--- config.mk ---
export PLATFORM = sky130hd
export DESIGN_NAME = apb_slave_regfile
export DESIGN_NICKNAME = d
export VERILOG_FILES = /design/src/rtl/apb_slave_regfile.sv
export SDC_FILE = /design/constraint.sdc
export NUM_CORES = 1
export LEC_CHECK = 0
export BUFFER_PORTS_ARGS = -buffer_cell sky130_fd_sc_hd__buf_2
export CAP_MARGIN = 10
export CORE_MARGIN = 1.5
export CORE_UTILIZATION = 41
export DETAILED_ROUTE_END_ITERATION = 8
export RECOVER_POWER = 50
export SLEW_MARGIN = 20
export SYNTH_ARGS = -nofsm -noshare
export SYNTH_HDL_FRONTEND = slang
export SYNTH_SLANG_ARGS = --single-unit
--- constraint.sdc ---
create_clock -name PCLK -period 3.1 [get_ports PCLK]
set_input_delay 0.775 -clock PCLK [delete_from_list [all_inputs] [get_ports PCLK]]
set_output_delay 0.775 -clock PCLK [all_outputs]
set_load 0.05 [all_outputs]
--- src/rtl/apb_slave_regfile.sv ---
// APB completer with four word registers (CTRL, DATA, SCRATCH, read-only STATUS),
// programmable wait states, error response and write/error event counters.
module apb_slave_regfile #(
  parameter int DATA_WIDTH    = 32,
  parameter int ADDRESS_WIDTH = 4,
  parameter int STRB_WIDTH    = DATA_WIDTH / 8,
  parameter int WAIT_CYCLES   = 1
) (
  input  logic                     PCLK,
  input  logic                     PRESETn,
  input  logic                     PSEL,
  input  logic                     PENABLE,
  input  logic                     PWRITE,
  input  logic [ADDRESS_WIDTH-1:0] PADDR,
  input  logic [DATA_WIDTH-1:0]    PWDATA,
  input  logic [STRB_WIDTH-1:0]    PSTRB,
  output logic [DATA_WIDTH-1:0]    PRDATA,
  output logic                     PREADY,
  output logic                     PSLVERR,
  output logic [DATA_WIDTH-1:0]    CTRL_REG
);

  typedef enum logic [1:0] {
    S_IDLE = 2'd0,
    S_WAIT = 2'd1,
    S_DONE = 2'd2
  } state_t;

  localparam logic [3:0] WAIT_INIT = 4'(WAIT_CYCLES);

  state_t                   state_q,   state_d;
  logic [3:0]               wcnt_q,    wcnt_d;
  logic [ADDRESS_WIDTH-1:0] addr_q,    addr_d;
  logic                     write_q,   write_d;
  logic [DATA_WIDTH-1:0]    wdata_q,   wdata_d;
  logic [STRB_WIDTH-1:0]    strb_q,    strb_d;
  logic [DATA_WIDTH-1:0]    ctrl_q,    ctrl_d;
  logic [DATA_WIDTH-1:0]    data_q,    data_d;
  logic [DATA_WIDTH-1:0]    scratch_q, scratch_d;
  logic [15:0]              wr_cnt_q,  wr_cnt_d;
  logic [15:0]              err_cnt_q, err_cnt_d;
  logic                     pready_q,  pready_d;
  logic                     pslverr_q, pslverr_d;
  logic [DATA_WIDTH-1:0]    prdata_q,  prdata_d;

  logic                     setup_s;
  logic [ADDRESS_WIDTH-1:0] xfer_addr_s;
  logic                     xfer_write_s;
  logic                     xfer_err_s;
  logic [1:0]               xfer_idx_s;
  logic [DATA_WIDTH-1:0]    rdata_s;

  function automatic logic [DATA_WIDTH-1:0] merge_lanes(
    input logic [DATA_WIDTH-1:0] old_v,
    input logic [DATA_WIDTH-1:0] new_v,
    input logic [STRB_WIDTH-1:0] strb
  );
    logic [DATA_WIDTH-1:0] res;
    res = old_v;
    for (int i = 0; i < STRB_WIDTH; i++) begin
      if (strb[i]) begin
        res[8*i +: 8] = new_v[8*i +: 8];
      end else begin
        res[8*i +: 8] = old_v[8*i +: 8];
      end
    end
    return res;
  endfunction

  assign setup_s = PSEL && !PENABLE;

  // Transfer attributes: live bus in IDLE (zero-wait case), captured copy afterwards
  always_comb begin
    xfer_addr_s  = addr_q;
    xfer_write_s = write_q;
    if (state_q == S_IDLE) begin
      xfer_addr_s  = PADDR;
      xfer_write_s = PWRITE;
    end else begin
      xfer_addr_s  = addr_q;
      xfer_write_s = write_q;
    end
    xfer_idx_s = xfer_addr_s[3:2];
    xfer_err_s = (xfer_addr_s[1:0] != 2'b00) || (xfer_write_s && (xfer_idx_s == 2'd3));
    case (xfer_idx_s)
      2'd0:    rdata_s = ctrl_q;
      2'd1:    rdata_s = data_q;
      2'd2:    rdata_s = scratch_q;
      2'd3:    rdata_s = DATA_WIDTH'({wr_cnt_q, err_cnt_q});
      default: rdata_s = '0;
    endcase
  end

  // Transfer FSM next state, capture and wait counter
  always_comb begin
    state_d = state_q;
    wcnt_d  = wcnt_q;
    addr_d  = addr_q;
    write_d = write_q;
    wdata_d = wdata_q;
    strb_d  = strb_q;
    case (state_q)
      S_IDLE: begin
        if (setup_s) begin
          addr_d  = PADDR;
          write_d = PWRITE;
          wdata_d = PWDATA;
          strb_d  = PSTRB;
          if (WAIT_INIT == 4'd0) begin
            state_d = S_DONE;
          end else begin
            wcnt_d  = WAIT_INIT;
            state_d = S_WAIT;
          end
        end else begin
          state_d = S_IDLE;
        end
      end
      S_WAIT: begin
        if (!PSEL) begin
          state_d = S_IDLE;
          wcnt_d  = 4'd0;
        end else if (wcnt_q <= 4'd1) begin
          state_d = S_DONE;
          wcnt_d  = 4'd0;
        end else begin
          wcnt_d  = wcnt_q - 4'd1;
        end
      end
      S_DONE:  state_d = S_IDLE;
      default: state_d = S_IDLE;
    endcase
  end

  // Response outputs are prepared one edge ahead so they are valid throughout DONE
  always_comb begin
    pready_d  = (state_d == S_DONE);
    pslverr_d = 1'b0;
    prdata_d  = '0;
    if (pready_d) begin
      pslverr_d = xfer_err_s;
      prdata_d  = (!xfer_write_s && !xfer_err_s) ? rdata_s : '0;
    end else begin
      pslverr_d = 1'b0;
      prdata_d  = '0;
    end
  end

  // Register and counter commit at the edge that closes DONE
  always_comb begin
    ctrl_d    = ctrl_q;
    data_d    = data_q;
    scratch_d = scratch_q;
    wr_cnt_d  = wr_cnt_q;
    err_cnt_d = err_cnt_q;
    if (state_q == S_DONE) begin
      if (xfer_err_s) begin
        err_cnt_d = (err_cnt_q == 16'hFFFF) ? err_cnt_q : err_cnt_q + 16'd1;
      end else if (write_q) begin
        wr_cnt_d = wr_cnt_q + 16'd1;
        case (addr_q[3:2])
          2'd0:    ctrl_d    = merge_lanes(ctrl_q, wdata_q, strb_q);
          2'd1:    data_d    = merge_lanes(data_q, wdata_q, strb_q);
          2'd2:    scratch_d = merge_lanes(scratch_q, wdata_q, strb_q);
          default: ctrl_d    = ctrl_q;
        endcase
      end else begin
        wr_cnt_d = wr_cnt_q;
      end
    end else begin
      wr_cnt_d = wr_cnt_q;
    end
  end

  // State, capture, register file and output flops
  always_ff @(posedge PCLK or negedge PRESETn) begin
    if (!PRESETn) begin
      state_q   <= S_IDLE;
      wcnt_q    <= 4'd0;
      addr_q    <= '0;
      write_q   <= 1'b0;
      wdata_q   <= '0;
      strb_q    <= '0;
      ctrl_q    <= '0;
      data_q    <= '0;
      scratch_q <= '0;
      wr_cnt_q  <= 16'd0;
      err_cnt_q <= 16'd0;
      pready_q  <= 1'b0;
      pslverr_q <= 1'b0;
      prdata_q  <= '0;
    end else begin
      state_q   <= state_d;
      wcnt_q    <= wcnt_d;
      addr_q    <= addr_d;
      write_q   <= write_d;
      wdata_q   <= wdata_d;
      strb_q    <= strb_d;
      ctrl_q    <= ctrl_d;
      data_q    <= data_d;
      scratch_q <= scratch_d;
      wr_cnt_q  <= wr_cnt_d;
      err_cnt_q <= err_cnt_d;
      pready_q  <= pready_d;
      pslverr_q <= pslverr_d;
      prdata_q  <= prdata_d;
    end
  end

  assign PREADY   = pready_q;
  assign PSLVERR  = pslverr_q;
  assign PRDATA   = prdata_q;
  assign CTRL_REG = ctrl_q;

endmodule
==> flow_metrics.py, run 1 <==
metrics = {
    "outcome": {
        "status": "finished with violations",
        "failed_checks": "max-capacitance violations, max-slew violations",
    },
    "floorplan": {
        "ios": 111,
        "floorplan.rows": 53,
        "dieArea_um2": 22700,
        "core_area_um2": 21200,
        "die_h_um": 151,
        "initial_core_util": 0.421,
        "die_w_um": 151,
    },
    "power": {
        "irDropWorstVdd_mv": 0.349,
        "pwr-share-seq": 0.458,
        "switchingPower_mw": 2.21,
        "p_comb_frac": 0.182,
        "leakagePower_nw": 5.30,
        "internal_power_mw": 5.54,
        "sw_frac_of_total": 0.285,
        "pwr-share-clk": 0.360,
        "power_density_nw_per_um2": 728,
    },
    "min_path": {
        "hold_class": "reg -> reg",
        "hold_start": "wr_cnt_q[15]",
    },
    "clock_network": {
        "cts.reportedPaths.clkPinSlew_ns": 0.06,
        "cts_tree": "built",
        "cts_root_buf": "clkbuf_16",
        "post-cts-setup-buffers": 0,
        "cts_max_path_buffers": 3,
        "cts_buffers": 23,
        "cts_resized": 0,
        "cts_hold_buf": 0,
        "clk_latency_ns": 0.50,
        "htree_num_levels": 1,
        "clock-sinks": 209,
    },
    "sta": {
        "fin_skew_ns": 0.00885,
        "worst_pin_slew_ns": 1.97,
        "setup_viol": 0,
        "finalSetupTns_ns": 0,
        "max-slew-margin-rel": -0.312,
        "finalHoldViolations": 0,
        "final.min_clock_period_ns": 2.55,
        "fmax_ghz": 0.392,
        "maxSlewViolCount": 72,
        "hold_ws_ns": 0.476,
        "post-route-period-util": 0.822,
        "rsz0062_at_grt": "no",
    },
    "logic_synthesis": {
        "synth_edf_count": 0,
        "netlist_instances": 591,
        "ys.warnings.count": 0,
        "yosys-mux-area-fraction": 0.256,
        "synth_top_family_by_area": "multiplexers",
        "ys_types": 45,
        "synth_compound_area_frac": 0.0181,
        "synth-seq-area-share": 0.586,
        "synth_fp_nets": 640,
        "synthFlopType": "dfrtp_1",
        "postSynth.asyncResetShare": 1.00,
        "syn_avg_cell_area_um2": 15.1,
        "synth_area_um2": 8920,
        "yosys.area_share.simple": 0.0906,
        "ys_ff_latch": 209,
        "synth-xor-area-share": 0.0294,
        "synth_adder_area_share": 0.00561,
    },
    "drt": {
        "wl_per_cell_um": 19.3,
        "firstDrtPassIters": 4,
        "ant_nets": 0,
        "route.detailed.drc": 0,
        "drt_iter0_markers": 280,
        "viasPerCell": 5.29,
        "num_vias": 5315,
        "wl_mm": 19.4,
    },
    "worst_setup_path": {
        "regToRegStartpoint": "state_q[0]",
        "crit_start": "state_q[0]",
        "end_kind": "register",
        "critical_path_class": "reg -> reg",
        "arrival_ns": 2.91,
        "critPathRequiredTime_ns": 3.46,
        "worstPathMaxFanout": 46,
        "start_kind": "register",
    },
    "flow_run": {
        "maxCapViolations": 1,
    },
    "cells_and_area": {
        "antenna_cells": 0,
        "most-common-layout-cells": "209 x dfrtp_1, 126 x mux2_2, 109 x buf_2",
        "final_common_cell": "dfrtp_1",
        "multiInputGateArea_um2": 3580,
        "seqCellArea_um2": 5230,
        "nFillCells": 1852,
        "nets": 765,
        "syn2layout_area_growth_pct": 19.2,
        "drive_gt1_frac": 0.453,
    },
    "grt": {
        "antenna_found_initial": 0,
        "grt_pass1_vias": 5681,
        "grt_max_degree": 74,
        "overflow": 0,
        "grt_pass1_wl_mm": 30.8,
        "track_usage": 0.177,
    },
    "placement": {
        "gp_routability_congestion": 0.771,
        "hpwl_mm": 13.0,
        "numPortBuffers": 110,
    },
}
## flip-flops by register name, indices dropped and copies added, names as in the netlist
signal	count
PREADY	1
err_cnt_q	16
CTRL_REG	32
addr_q	4
scratch_q	32
wr_cnt_q	16
write_q	1
data_q	32
PRDATA	32
wcnt_q	4
strb_q	4
wdata_q	32
state_q	2
PSLVERR	1
## through the flow
stage	worst slack, ns	power (mW)	std cells	utilization	cell area [um2]
2_1_floorplan	0.883	4.52	591	-	8920
3_3_place_gp	0.696	4.94	966	0.466	9890
3_5_place_dp	0.667	5.04	966	0.466	9890
4_1_cts	0.650	7.85	1005	0.503	10700
5_1_grt	0.270	8.11	1005	0.501	10600
6_report	0.552	7.74	1005	0.501	10600
## path summary, 6_finish.rpt
check / to / slack, ns / depth (start not counted)
max in group asynchronous: wdata_q[25] / 0.82 / 2
hold reg to reg: wr_cnt_q[15] / 0.48 / 1
setup reg to reg: wcnt_q[2] / 0.55 / 5
min in group asynchronous: CTRL_REG[15] / 0.79 / 1
hold / removal: wr_cnt_q[15] / 0.48 / 1
setup / recovery: wcnt_q[2] / 0.55 / 5
## layout make-up
type	instances	share of cell area
flip-flops and latches	209	0.492
multi-input cells	353	0.337
clock buffers	31	0.0626
repair buffers	121	0.0626
well taps	275	0.0324
clock inverters	8	0.0108
inverters	8	0.00282
## Yosys cell counts, drive strengths merged, types with 4 or more instances
library cell / n / area share
xnor2: 7 / 0.0069
nand2: 24 / 0.017
inv: 8 / 0.0034
xor2: 23 / 0.023
ha: 4 / 0.0056
and3: 4 / 0.0028
dfrtp: 209 / 0.59
mux2: 137 / 0.17
nand2b: 5 / 0.0035
buf: 10 / 0.0064
clkbuf: 11 / 0.0046
a211oi: 9 / 0.0076
nand4: 5 / 0.0035
nor2b: 34 / 0.024
nor2: 8 / 0.0034
mux4: 32 / 0.081
nand3: 13 / 0.0073
nor3: 11 / 0.0062
and4: 7 / 0.0069
o21ai: 5 / 0.0028
## cell families (layout without fill, tap and decap cells)
logic type	Yosys count	after routing
AND/OR/NAND/NOR	125	125
AO/OA/AOI/OAI	23	23
XOR/XNOR	30	30
flip-flops	209	209
adder cells (fa/ha/maj)	4	4
multiplexers	171	171
buffers and inverters	29	168
## metal layers
| metal | routed length [um] | GRT usage |
|---|---|---|
| met2 | 9600 | 0.299 |
| met4 | 229 | 0.0397 |
| met3 | 948 | 0.0276 |
| met5 | 0 | 0 |
| met1 | 8580 | 0.240 |
## worst max-delay path, cell delays in order, from the launching register on
cell      delay, ns
dfrtp_1        0.50
nor4b_1        0.34
clkbuf_2       1.04
nor2b_1        0.16
o21ai_0        0.23
o21ai_0        0.14
## power groups by stage
stage / Clock (mW) / Combinational, mW / Sequential [mW]
floorplan: 0 / 0.868 / 3.65
global placement: 0 / 1.38 / 3.56
global route: 2.96 / 1.52 / 3.62
finish: 2.79 / 1.41 / 3.55
CTS: 2.86 / 1.44 / 3.55
detailed placement: 0 / 1.44 / 3.60
(Power assumes the default switching activity.)
==> inputs of run 2 (changes only) <==
Clock period 3.1 ns to 2.55 ns, I/O delays scaled along.
==> flow_metrics.py, run 2 (synthesized netlist as in run 1, its figures left out) <==
metrics = {
    "cells_and_area": {
        "final_util": 0.508,
        "multiInputGateArea_um2": 3580,
        "nFillCells": 1853,
        "seqCellArea_um2": 5230,
        "drive_gt1_frac": 0.431,
        "antenna_cells": 0,
        "final_common_cell": "dfrtp_1",
        "most-common-layout-cells": "209 x dfrtp_1, 126 x mux2_2, 86 x buf_2",
        "nets": 775,
        "syn2layout_area_growth_pct": 20.8,
    },
    "power": {
        "power_density_nw_per_um2": 906,
        "sw_frac_of_total": 0.281,
        "pwr-share-seq": 0.442,
        "leakagePower_nw": 5.28,
        "pwr-share-clk": 0.378,
        "irDropWorstVdd_mv": 0.500,
        "p_comb_frac": 0.180,
        "internal_power_mw": 7.03,
        "switchingPower_mw": 2.74,
    },
    "sta": {
        "final.min_clock_period_ns": 2.19,
        "hold_ws_ns": 0.368,
        "layout_setup_ws_ns": 0.361,
        "fin_skew_ns": 0.00850,
        "fmax_ghz": 0.457,
        "rsz0062_at_grt": "no",
        "worst_pin_slew_ns": 1.99,
        "post-route-period-util": 0.858,
        "max-slew-margin-rel": -0.327,
        "setup_viol": 0,
        "finalHoldViolations": 0,
        "finalSetupTns_ns": 0,
        "maxSlewViolCount": 74,
    },
    "clock_network": {
        "cts.reportedPaths.clkPinSlew_ns": 0.06,
        "clk_latency_ns": 0.50,
        "cts_root_buf": "clkbuf_16",
        "cts_hold_buf": 0,
        "post-cts-setup-buffers": 0,
        "clock-sinks": 209,
        "cts_max_path_buffers": 3,
        "cts_buffers": 23,
        "cts_resized": 0,
        "cts_tree": "built",
        "htree_num_levels": 1,
    },
    "grt": {
        "overflow": 0,
        "grt_pass1_wl_mm": 31.3,
        "antenna_found_initial": 0,
        "grt_max_degree": 76,
        "track_usage": 0.178,
        "grt_pass1_vias": 5825,
    },
    "worst_setup_path": {
        "cpMaxStageDelayCell": "dfrtp_1",
        "worstPathMaxFanout": 12,
        "crit_start": "state_q[0]",
        "critPathBufInv": 0,
        "cp_cell_sequence": "nor4b_1, and4_1, nand2_1, mux2_2",
        "r2r_cells": 4,
        "arrival_ns": 2.56,
        "critical_path_class": "reg -> reg",
        "regToRegStartpoint": "state_q[0]",
        "end_kind": "register",
        "cp.depth": 4,
        "cp_slowest_stage_delay_ns": 0.51,
        "start_kind": "register",
        "worstSetupEndpoint": "data_q[8]",
        "timing.rr.end": "data_q[8]",
        "critPathRequiredTime_ns": 2.93,
        "r2r_setup_slack_ns": 0.36,
        "path_delay_family": "simple AND/OR/NAND/NOR gates",
    },
    "floorplan": {
        "core_area_um2": 21200,
        "dieArea_um2": 22700,
        "die_h_um": 151,
        "die_w_um": 151,
        "initial_core_util": 0.421,
        "ios": 111,
        "floorplan.rows": 53,
    },
    "drt": {
        "ant_nets": 0,
        "route.detailed.drc": 0,
        "firstDrtPassIters": 4,
        "drt_iter0_markers": 239,
        "viasPerCell": 5.29,
        "num_vias": 5375,
        "wl_per_cell_um": 19.2,
        "wl_mm": 19.5,
    },
    "placement": {
        "hpwl_mm": 13.4,
        "numPortBuffers": 110,
        "pre_cts_slack_ns": 0.345,
        "gp_routability_congestion": 0.793,
    },
    "min_path": {
        "hold_class": "in -> reg",
        "hold_start": "PWDATA[29]",
    },
    "outcome": {
        "status": "finished with violations",
        "failed_checks": "max-capacitance violations, max-slew violations",
    },
    "flow_run": {
        "maxCapViolations": 1,
    },
}
[run 2: cell count changes in the layout (fill, tap and decap cells not counted), moves of 3 or more]
cell	delta
clkbuf_2	+3
buf_12	+3
bufinv_16	+3
buf_4	+3
clkbuf_1	+23
buf_2	-23
[run 2: metal layers]
| layer | up-vias | track usage | part of all wire |
|---|---|---|---|
| li1 | 2413 | - | - |
| met1 | 2802 | 0.240 | 0.43 |
| met2 | 131 | 0.297 | 0.49 |
| met3 | 29 | 0.0285 | 0.058 |
| met4 | 0 | 0.0490 | 0.018 |
| met5 | - | 0 | 0 |
[run 2: power groups by stage]
stage,Clock (mW),Sequential (mW),Combinational [mW]
finish,3.69,4.32,1.76
detailed placement,0,4.38,1.79
CTS,3.78,4.32,1.80
global placement,0,4.34,1.73
floorplan,0,4.44,1.06
global route,3.89,4.40,1.90
[run 2: layout make-up]
class | count | area share
Timing Repair Buffer | 131 | 0.0684
Inverter | 8 | 0.00278
Clock buffer | 28 | 0.0588
Multi-Input combinational cell | 353 | 0.332
Sequential cell | 209 | 0.485
Clock inverter | 13 | 0.0208
Tap cell | 275 | 0.0319
[run 2: worst min-delay path by stage]
stage	cells past startpoint	endpoint	slack, ns
2_1_floorplan	0	CTRL_REG[0]	0.34
3_3_place_gp	1	wr_cnt_q[15]	0.46
3_5_place_dp	1	wr_cnt_q[15]	0.46
4_1_cts	1	wdata_q[12]	0.19
5_1_grt	2	wdata_q[28]	0.35
6_report	2	wdata_q[29]	0.37
[run 2: worst register-to-register path: stages (launching register included)]
cell	delay, ns
dfrtp_1	0.51
nor4b_1	0.48
and4_1	0.35
nand2_1	0.34
mux2_2	0.39
[run 2: metrics by stage]
stage / cell area [um2] / power [mW] / std cells
detailed placement: 9990 / 6.17 / 976
CTS: 10900 / 9.90 / 1017
finish: 10800 / 9.77 / 1017
global route: 10800 / 10.2 / 1017
global placement: 9990 / 6.07 / 976
floorplan: 8920 / 5.50 / 591
==> inputs of run 3 (changes only) <==
Settings changed: TNS_END_PERCENT from default to 100.
Clock period 2.55 ns to 2.5 ns, I/O delays scaled along.
==> flow_metrics.py, run 3 (synthesized netlist as in run 1, its figures left out) <==
metrics = {
    "grt": {
        "overflow": 0,
        "grt_pass1_vias": 5816,
        "track_usage": 0.176,
        "grt_max_degree": 65,
        "grt_pass1_wl_mm": 30.8,
        "antenna_found_initial": 0,
    },
    "outcome": {
        "failed_checks": "max-capacitance violations, max-slew violations",
        "status": "finished with violations",
    },
    "drt": {
        "route.detailed.drc": 0,
        "viasPerCell": 5.26,
        "firstDrtPassIters": 4,
        "drt_iter0_markers": 287,
        "num_vias": 5321,
        "wl_per_cell_um": 18.6,
        "ant_nets": 0,
        "wl_mm": 18.8,
    },
    "clock_network": {
        "htree_num_levels": 1,
        "cts_buffers": 23,
        "cts_tree": "built",
        "post-cts-setup-buffers": 0,
        "cts_resized": 0,
        "cts_root_buf": "clkbuf_16",
        "cts.reportedPaths.clkPinSlew_ns": 0.06,
        "clk_latency_ns": 0.50,
        "cts_hold_buf": 0,
        "clock-sinks": 209,
        "cts_max_path_buffers": 3,
    },
    "floorplan": {
        "floorplan.rows": 53,
        "initial_core_util": 0.421,
        "dieArea_um2": 22700,
        "ios": 111,
        "die_w_um": 151,
        "die_h_um": 151,
        "core_area_um2": 21200,
    },
    "power": {
        "leakagePower_nw": 5.22,
        "finalPower_mw": 9.46,
        "irDropWorstVdd_mv": 0.495,
        "power_density_nw_per_um2": 887,
    },
    "sta": {
        "finalHoldViolations": 0,
        "worst_pin_slew_ns": 1.67,
        "setup_viol": 0,
        "fin_skew_ns": 0.00698,
        "post-route-period-util": 0.908,
        "final.min_clock_period_ns": 2.27,
        "layout_setup_ws_ns": 0.231,
        "fmax_ghz": 0.441,
        "finalSetupTns_ns": 0,
        "max-slew-margin-rel": -0.117,
        "rsz0062_at_grt": "no",
        "maxSlewViolCount": 63,
    },
    "cells_and_area": {
        "drive_gt1_frac": 0.423,
        "final_common_cell": "dfrtp_1",
        "final_util": 0.502,
        "antenna_cells": 0,
        "instances_no_fill": 1012,
        "syn2layout_area_growth_pct": 19.4,
        "most-common-layout-cells": "209 x dfrtp_1, 126 x mux2_2, 86 x buf_2",
        "nets": 773,
        "nFillCells": 1835,
    },
    "flow_run": {
        "maxCapViolations": 1,
    },
    "worst_setup_path": {
        "start_kind": "register",
        "end_kind": "register",
        "critical_path_class": "reg -> reg",
        "critPathRequiredTime_ns": 2.88,
        "worstPathMaxFanout": 12,
        "arrival_ns": 2.65,
    },
    "placement": {
        "gp_routability_congestion": 0.835,
        "place_inst": 974,
        "pre_cts_slack_ns": 0.227,
        "numPortBuffers": 110,
        "hpwl_mm": 12.7,
    },
    "min_path": {
        "hold_class": "in -> reg",
    },
}
-- run 3: changes by cell type in the layout (fill, tap and decap cells not counted) --
cell        delta
clkinv_2       -2
clkbuf_1       +3
buf_12         -1
clkbuf_4       +1
clkinvlp_4     -2
buf_4          +2
clkbuf_8       +5
clkinv_4       -1
clkbuf_2       -5
bufinv_16      -5
-- run 3: cell type report --
type	count	area, um2	area share
clock buffers	35	711	0.0667
flip-flops and latches	209	5230	0.491
multi-input cells	353	3580	0.336
well taps	275	344	0.0323
clock inverters	3	40.0	0.00376
repair buffers	129	719	0.0675
inverters	8	30.0	0.00282
-- run 3: critical path, stage by stage (launching register included) --
cell	delay, ns
dfrtp_1	0.51
nor4b_1	0.50
and4_1	0.39
nand2_1	0.36
mux2_2	0.39
-- run 3: path summary, 6_finish.rpt --
path,cells after the start,slack [ns],to,startpoint
hold reg to reg,1,0.47,wr_cnt_q[15],wr_cnt_q[15]
hold / removal,2,0.36,wdata_q[3],PWDATA[3]
setup / recovery,4,0.23,data_q[4],state_q[0]
min in group asynchronous,1,0.57,data_q[8],PRESETn
max in group asynchronous,2,0.47,data_q[19],PRESETn
setup reg to reg,4,0.23,data_q[4],state_q[0]
-- run 3: layer usage --
| metal | track usage | part of all wire | up-vias |
|---|---|---|---|
| li1 | - | - | 2397 |
| met1 | 0.239 | 0.45 | 2773 |
| met2 | 0.291 | 0.49 | 127 |
| met3 | 0.0285 | 0.050 | 24 |
| met4 | 0.0490 | 0.015 | 0 |
| met5 | 0 | 0 | - |
-- run 3: metrics by stage --
step	area [um2]	hold slack, ns
after floorplan	8920	0.329
after global placement	9980	0.470
after detailed placement	9980	0.468
after CTS	10700	0.143
after global routing	10700	0.349
final	10700	0.361
-- run 3: power by group --
group          internal [mW]  switching (mW)
clock                   2.04            1.26
sequential              3.88           0.507
combinational          0.849           0.923
total                   6.77            2.69
